$ cat config.mk
export PLATFORM = sky130hd
export DESIGN_NAME = lif_post_neuron_flat
export DESIGN_NICKNAME = d
export VERILOG_FILES = /design/src/rtl/snn_pkg.sv /design/src/rtl/lif_post_neuron_if.sv /design/src/rtl/syn_weight_sum.sv /design/src/rtl/lif_post_neuron.sv /design/src/flat_wrapper.sv
export SDC_FILE = /design/constraint.sdc
export NUM_CORES = 1
export LEC_CHECK = 0
export ABC_CLOCK_PERIOD_IN_PS = 5400
export CAP_MARGIN = 20
export CORE_AREA = 2 2 83 85
export CTS_BUF_LIST = sky130_fd_sc_hd__clkbuf_4 sky130_fd_sc_hd__clkbuf_8
export DETAILED_ROUTE_END_ITERATION = 16
export DIE_AREA = 0 0 85 87
export SLEW_MARGIN = 5
export SYNTH_ARGS = -nofsm -noshare
export SYNTH_HDL_FRONTEND = slang
export SYNTH_SLANG_ARGS = --single-unit
$ cat constraint.sdc
create_clock -name clk -period 5.4 [get_ports clk]
set_input_delay 1.62 -clock clk [delete_from_list [all_inputs] [get_ports clk]]
set_output_delay 1.62 -clock clk [all_outputs]
set_load 0.01 [all_outputs]
$ cat src/rtl/snn_pkg.sv
// snn_pkg: shared SNN types, widths and weight-slice helper for the neuron and STDP blocks
package snn_pkg;
  localparam int NUM_PRE = 4;
  localparam int W_WIDTH = 4;
  localparam int POT_WIDTH = 8;
  typedef enum logic [1:0] {IDLE, INTEGRATE, REFRACTORY} state_e;
  // pre 0 owns the most significant weight slice
  function automatic int w_lsb(int i);
    return (NUM_PRE - 1 - i) * W_WIDTH;
  endfunction
endpackage

$ cat src/rtl/lif_post_neuron_if.sv
// lif_post_neuron_if: spike/weight inputs and observation outputs of the LIF neuron
interface lif_post_neuron_if;
  import snn_pkg::*;
  logic enable;
  logic [NUM_PRE-1:0] pre_spike;
  logic [NUM_PRE*W_WIDTH-1:0] weight;
  logic post_spike;
  logic [POT_WIDTH-1:0] membrane;
  logic refractory;
  logic [7:0] spike_count;
  modport master(output enable, pre_spike, weight, input post_spike, membrane, refractory, spike_count);
  modport slave(input enable, pre_spike, weight, output post_spike, membrane, refractory, spike_count);
endinterface

$ cat src/rtl/syn_weight_sum.sv
// syn_weight_sum: masked sum of the weights whose presynaptic input spiked
module syn_weight_sum
  import snn_pkg::*;
(
  input  logic [NUM_PRE-1:0]         pre_spike,
  input  logic [NUM_PRE*W_WIDTH-1:0] weight,
  output logic [POT_WIDTH:0]         syn
);
  always_comb begin
    syn = '0;
    for (int i = 0; i < NUM_PRE; i++)
      syn = syn + (pre_spike[i] ? (POT_WIDTH+1)'(weight[w_lsb(i) +: W_WIDTH]) : '0);
  end
endmodule

$ cat src/rtl/lif_post_neuron.sv
// lif_post_neuron: leaky integrate-and-fire neuron with refractory period and spike counter
module lif_post_neuron
  import snn_pkg::*;
#(
  parameter int THRESHOLD = 32,
  parameter int LEAK_SHIFT = 3,
  parameter int REFRAC_CYCLES = 3
) (
  input logic clk,
  input logic rst,
  lif_post_neuron_if.slave bus
);
  localparam int PW = POT_WIDTH;
  state_e state_q, state_d;
  logic [PW-1:0] mem_q, mem_d;
  logic post_q, post_d;
  logic [7:0] cnt_q, cnt_d;
  logic [3:0] rc_q, rc_d;
  logic [PW:0] syn;
  logic [PW-1:0] shr, leak, cand;
  logic [PW+1:0] cand_w;
  logic fire;
  syn_weight_sum u_sum (.pre_spike(bus.pre_spike), .weight(bus.weight), .syn(syn));
  // leak never exceeds membrane, so the wide candidate cannot underflow
  always_comb begin
    shr = mem_q >> LEAK_SHIFT;
    leak = mem_q == '0 ? '0 : (shr == '0 ? PW'(1) : shr);
    cand_w = {2'b00, mem_q} - {2'b00, leak} + {1'b0, syn};
    cand = cand_w > (PW+2)'((1 << PW) - 1) ? '1 : cand_w[PW-1:0];
    fire = cand >= PW'(THRESHOLD);
  end
  always_comb begin
    state_d = state_q;
    mem_d = mem_q;
    post_d = 1'b0;
    cnt_d = cnt_q;
    rc_d = rc_q;
    case (state_q)
      IDLE: begin
        mem_d = '0;
        state_d = bus.enable ? INTEGRATE : IDLE;
      end
      INTEGRATE: begin
        if (!bus.enable) begin
          state_d = IDLE;
          mem_d = '0;
        end else if (fire) begin
          post_d = 1'b1;
          mem_d = '0;
          cnt_d = cnt_q == 8'hFF ? cnt_q : cnt_q + 8'd1;
          state_d = REFRACTORY;
          rc_d = 4'(REFRAC_CYCLES);
        end else begin
          mem_d = cand;
        end
      end
      REFRACTORY: begin
        mem_d = '0;
        rc_d = rc_q - 4'd1;
        state_d = !bus.enable ? IDLE : (rc_q == 4'd1 ? INTEGRATE : REFRACTORY);
      end
      default: state_d = INTEGRATE;
    endcase
  end
  always_ff @(posedge clk or posedge rst) begin
    if (rst) begin
      state_q <= INTEGRATE;
      mem_q <= '0;
      post_q <= 1'b0;
      cnt_q <= '0;
      rc_q <= '0;
    end else begin
      state_q <= state_d;
      mem_q <= mem_d;
      post_q <= post_d;
      cnt_q <= cnt_d;
      rc_q <= rc_d;
    end
  end
  assign bus.post_spike = post_q;
  assign bus.membrane = mem_q;
  assign bus.refractory = state_q == REFRACTORY;
  assign bus.spike_count = cnt_q;
endmodule

$ cat src/flat_wrapper.sv
// flat-port wrapper written by rule: the top's interface ports become plain ports
module lif_post_neuron_flat import snn_pkg::*;
#(
  parameter int THRESHOLD = 32,
  parameter int LEAK_SHIFT = 3,
  parameter int REFRAC_CYCLES = 3
)
  (clk, rst, bus_enable, bus_pre_spike, bus_weight, bus_post_spike, bus_membrane, bus_refractory, bus_spike_count);
  lif_post_neuron_if bus_i ();
  input logic clk;
  input logic rst;
  input wire logic [$bits(bus_i.enable)-1:0] bus_enable;
  input wire logic [$bits(bus_i.pre_spike)-1:0] bus_pre_spike;
  input wire logic [$bits(bus_i.weight)-1:0] bus_weight;
  output wire logic [$bits(bus_i.post_spike)-1:0] bus_post_spike;
  output wire logic [$bits(bus_i.membrane)-1:0] bus_membrane;
  output wire logic [$bits(bus_i.refractory)-1:0] bus_refractory;
  output wire logic [$bits(bus_i.spike_count)-1:0] bus_spike_count;
  assign bus_i.enable = bus_enable;
  assign bus_i.pre_spike = bus_pre_spike;
  assign bus_i.weight = bus_weight;
  assign bus_post_spike = bus_i.post_spike;
  assign bus_membrane = bus_i.membrane;
  assign bus_refractory = bus_i.refractory;
  assign bus_spike_count = bus_i.spike_count;
  lif_post_neuron #(.THRESHOLD(THRESHOLD), .LEAK_SHIFT(LEAK_SHIFT), .REFRAC_CYCLES(REFRAC_CYCLES)) u_core (.clk(clk), .rst(rst), .bus(bus_i));
endmodule
==> flow_metrics.tcl <==
set metrics [dict create \
    holdCritPathClass "flop to flop" \
    synth_xor_xnor_area_share_pct 5.512 \
    startpoint_type "input pin" \
    viasPerCell 5.037 \
    drc 0 \
    clk_pin_slew_ns 0.08 \
    rrSetupSlack_ns 0.99 \
    setup_ws_ns -0.3475 \
    dr_wl_met2_um 2496 \
    gp_congestion 0.8262 \
    place_area_sq_mm 0.002889 \
    synthMuxAreaShare_pct 3.487 \
    initial_core_util_pct 33.87 \
    synth_compound_area_share_pct 18.22 \
    seq_area_sq_um 576.8 \
    io_buffers 40 \
    whs_path_depth 1 \
    antenna_cells 0 \
    grt_first_pass_wirelength_um 8735 \
    p_per_area_mw_per_mm2 804.2 \
    tightest_slew_ns 0.8586 \
    core_area_sq_mm 0.006569 \
    ys_seq_elements 23 \
    min_to "u_core.bus.spike_count[2]$_DFFE_PP0P_" \
    synth-main-ff-cell "dfrtp_1" \
    die_area_sq_mm 0.007395 \
    io_pins 41 \
    cp_data_arrival_time_ns 5.90 \
    maxSlewViolCount 0 \
    skew_ns 0.0007800 \
    yosysSeqAreaShare_pct 25.93 \
    cts_hold_buf 0 \
    detail-route-antenna-nets 0 \
    cp_cell_sequence "buf_8 > and2_4 > fa_1 > fa_1 > ha_2 > fa_2 > a21o_1 > a21o_1 > ha_4 > inv_2 > or4b_4 > mux2_4 > nor4_4 > o21bai_4 > buf_4 > buf_6 > nand3_4 > mux2_4" \
    final_util_pct 47.30 \
    crit_type "input pin to flop" \
    grt_start_max_net_pins 24 \
    ir_drop_mv 0.7057 \
    worst-r2r-cell-count 20 \
    min_period_ns 5.747 \
    synth.avg_cell_area_sq_um 9.548 \
    synth_cell_type_count 47 \
    numCtsBuffers 3 \
    dieWidth_um 85 \
    multiInputGateArea_sq_mm 0.001692 \
    wire_per_inst_um 13.18 \
    grt_pass1_vias 1934 \
    synth_area_leader_cell "dfrtp_1" \
    status "finished, violations left" \
    cp-end-kind "flop" \
    initialDrtViolationCount 63 \
    slew_headroom_pct 42.69 \
    wirelength_met1_um 2373 \
    top_layer "met4" \
    fmax_mhz 174.0 \
    design_area_sq_mm 0.003107 \
    root_buffer "clkbuf_8" \
    cp_num_buf_inv 4 \
    hold_start "u_core.bus.spike_count[2]$_DFFE_PP0P_" \
    syn_to_final_growth_pct 39.65 \
    synth_top_family_by_area "adder cells" \
    max_stage_delay_ns 0.55 \
    synth-simple-area-share_pct 18.90 \
    clock_latency_ns 0.26 \
    cts_tree "yes" \
    synthCells 233 \
    leakagePower_nw 1.442 \
    worstSetupStartpoint "bus_pre_spike[3]" \
    cp_top_family "adder cells" \
    yosys-top-cells-count "inv_1, ha_1, dfrtp_1" \
    synth_edf_count 0 \
    synthTopCellsByArea "dfrtp_1, ha_1, fa_1, xnor2_1, inv_1" \
    cts.htree.levels 1 \
    nNetsFinal 356 \
    wl_um 4983 \
    nFillCells 631 \
    cts.sinks 23 \
    drv_cap 0 \
    synthArstFlopShare_pct 100.0 \
    setup_viol 20 \
    die_h_um 87 \
    synth_most_common_cell "inv_1" \
    cp_slowest_cell "fa_1" \
    wl_met3_um 53 \
    firstDrtPassIters 4 \
    synth.top_cell.area_share_pct 24.75 \
    r2r-end "u_core.bus.spike_count[1]$_DFFE_PP0P_" \
    crit_required_ns 5.55 \
    synth_fp_nets 290 \
    antenna_found_initial 0 \
    grt_overflow 0 \
    hold_viol 0 \
    hpwl_um 3979 \
    r2r_start "u_core.bus.membrane[4]$_DFFE_PP0P_" \
    grt_setup_unrepaired "true" \
    min_period_over_period_pct 106.4 \
    yosys.area_share.adder_pct 22.50 \
    violations "negative setup slack" \
    syn_area_sq_mm 0.002225 \
    num_rows 30 \
    grt_usage_pct 14.10 \
    drive_gt1_share_pct 27.18 \
    vias 1904 \
    cts.path.max_buffers 2 \
    synth_warnings 0 \
    cp_max_fo 6 \
]
flip-flops by register name, summed over array words and instances, names as in the netlist:
name	flops
u_core.bus.membrane	8
u_core.bus.spike_count	8
u_core.rc_q	4
u_core.state_q	2
u_core.bus.post_spike	1
final cells by class:
| type | instances | area share [%] |
|---|---|---|
| Clock inverter | 1 | 0.1611 |
| Tap cell | 80 | 3.222 |
| Timing Repair Buffer | 66 | 19.01 |
| Clock buffer | 3 | 1.329 |
| Inverter | 27 | 3.262 |
| Sequential cell | 23 | 18.57 |
| Multi-Input combinational cell | 178 | 54.45 |
worst max path at each step:
stage,slack (ns),end,cells past startpoint
after global routing,-0.53,u_core.bus.membrane[3]$_DFFE_PP0P_,20
after floorplan,-0.38,u_core.rc_q[0]$_DFFE_PP0P_,18
final,-0.35,u_core.bus.spike_count[1]$_DFFE_PP0P_,18
after CTS,-0.32,u_core.rc_q[1]$_DFFE_PP0P_,16
after detailed placement,-1.04,u_core.rc_q[0]$_DFFE_PP0P_,16
after global placement,-1.00,u_core.rc_q[1]$_DFFE_PP0P_,16
repair_timing:
item,in CTS,in global routing
pin swaps,30,37
setup endpoints to repair,20,20
gates resized for setup,47,24
buffers inserted,4,5
cloned,0,0
cells in the final DEF (no fill, tap or decap), types with 3 or more instances in the layout:
cell type	netlist	routed
dfrtp_1	22	22
nand2_2	0	3
clkbuf_2	0	3
clkbuf_8	0	3
inv_2	0	4
a22o_1	6	6
and2_4	0	7
and3_1	4	4
and2_1	13	6
a21o_1	7	7
nand2_1	17	14
nand3_1	5	4
ha_4	0	4
clkdlybuf4s50_1	0	26
nor3_1	3	3
buf_6	0	5
ha_1	24	19
mux2_4	3	4
xnor2_1	12	12
inv_1	27	23
o21bai_1	3	3
a31oi_1	6	4
nor2_1	12	12
fa_1	10	8
a211oi_1	4	4
o21a_1	5	5
nor3b_1	3	3
buf_4	0	23
nor2b_1	3	3
nand4_1	5	5
dlygate4sd2_1	0	3
layer usage:
metal	global-route usage, %	vias to the layer above
li1	-	955
met1	19.00	924
met2	25.07	19
met3	0.8531	6
met4	2.886	0
met5	0	-
where the power goes:
| group | switching, W | leakage, nW | internal, W |
|---|---|---|---|
| sequential | 0.0000499 | 0.300 | 0.000215 |
| clock | 0.0000540 | 0.0255 | 0.0000514 |
| combinational | 0.000964 | 1.12 | 0.00116 |
through the flow:
| step | std cells | power (W) | setup TNS [ns] | hold slack (ns) | setup WS (ns) |
|---|---|---|---|---|---|
| after floorplan | 233 | 0.001442 | -4.132 | 0.4819 | -0.3837 |
| after global placement | 365 | 0.001946 | -17.32 | 0.5067 | -1.001 |
| after detailed placement | 365 | 0.001941 | -17.73 | 0.4991 | -1.036 |
| after CTS | 373 | 0.002246 | -4.890 | 0.5276 | -0.3216 |
| after global routing | 378 | 0.002714 | -8.774 | 0.5482 | -0.5305 |
| final | 378 | 0.002498 | -5.199 | 0.5148 | -0.3475 |
cells by family after synthesis:
family          Yosys count
compound gates           51
xor+xnor                 14
flops                    23
simple gates             73
mux                       6
fa+ha+maj                34
buf+inv                  32
Power figures use the tool's default switching activity.
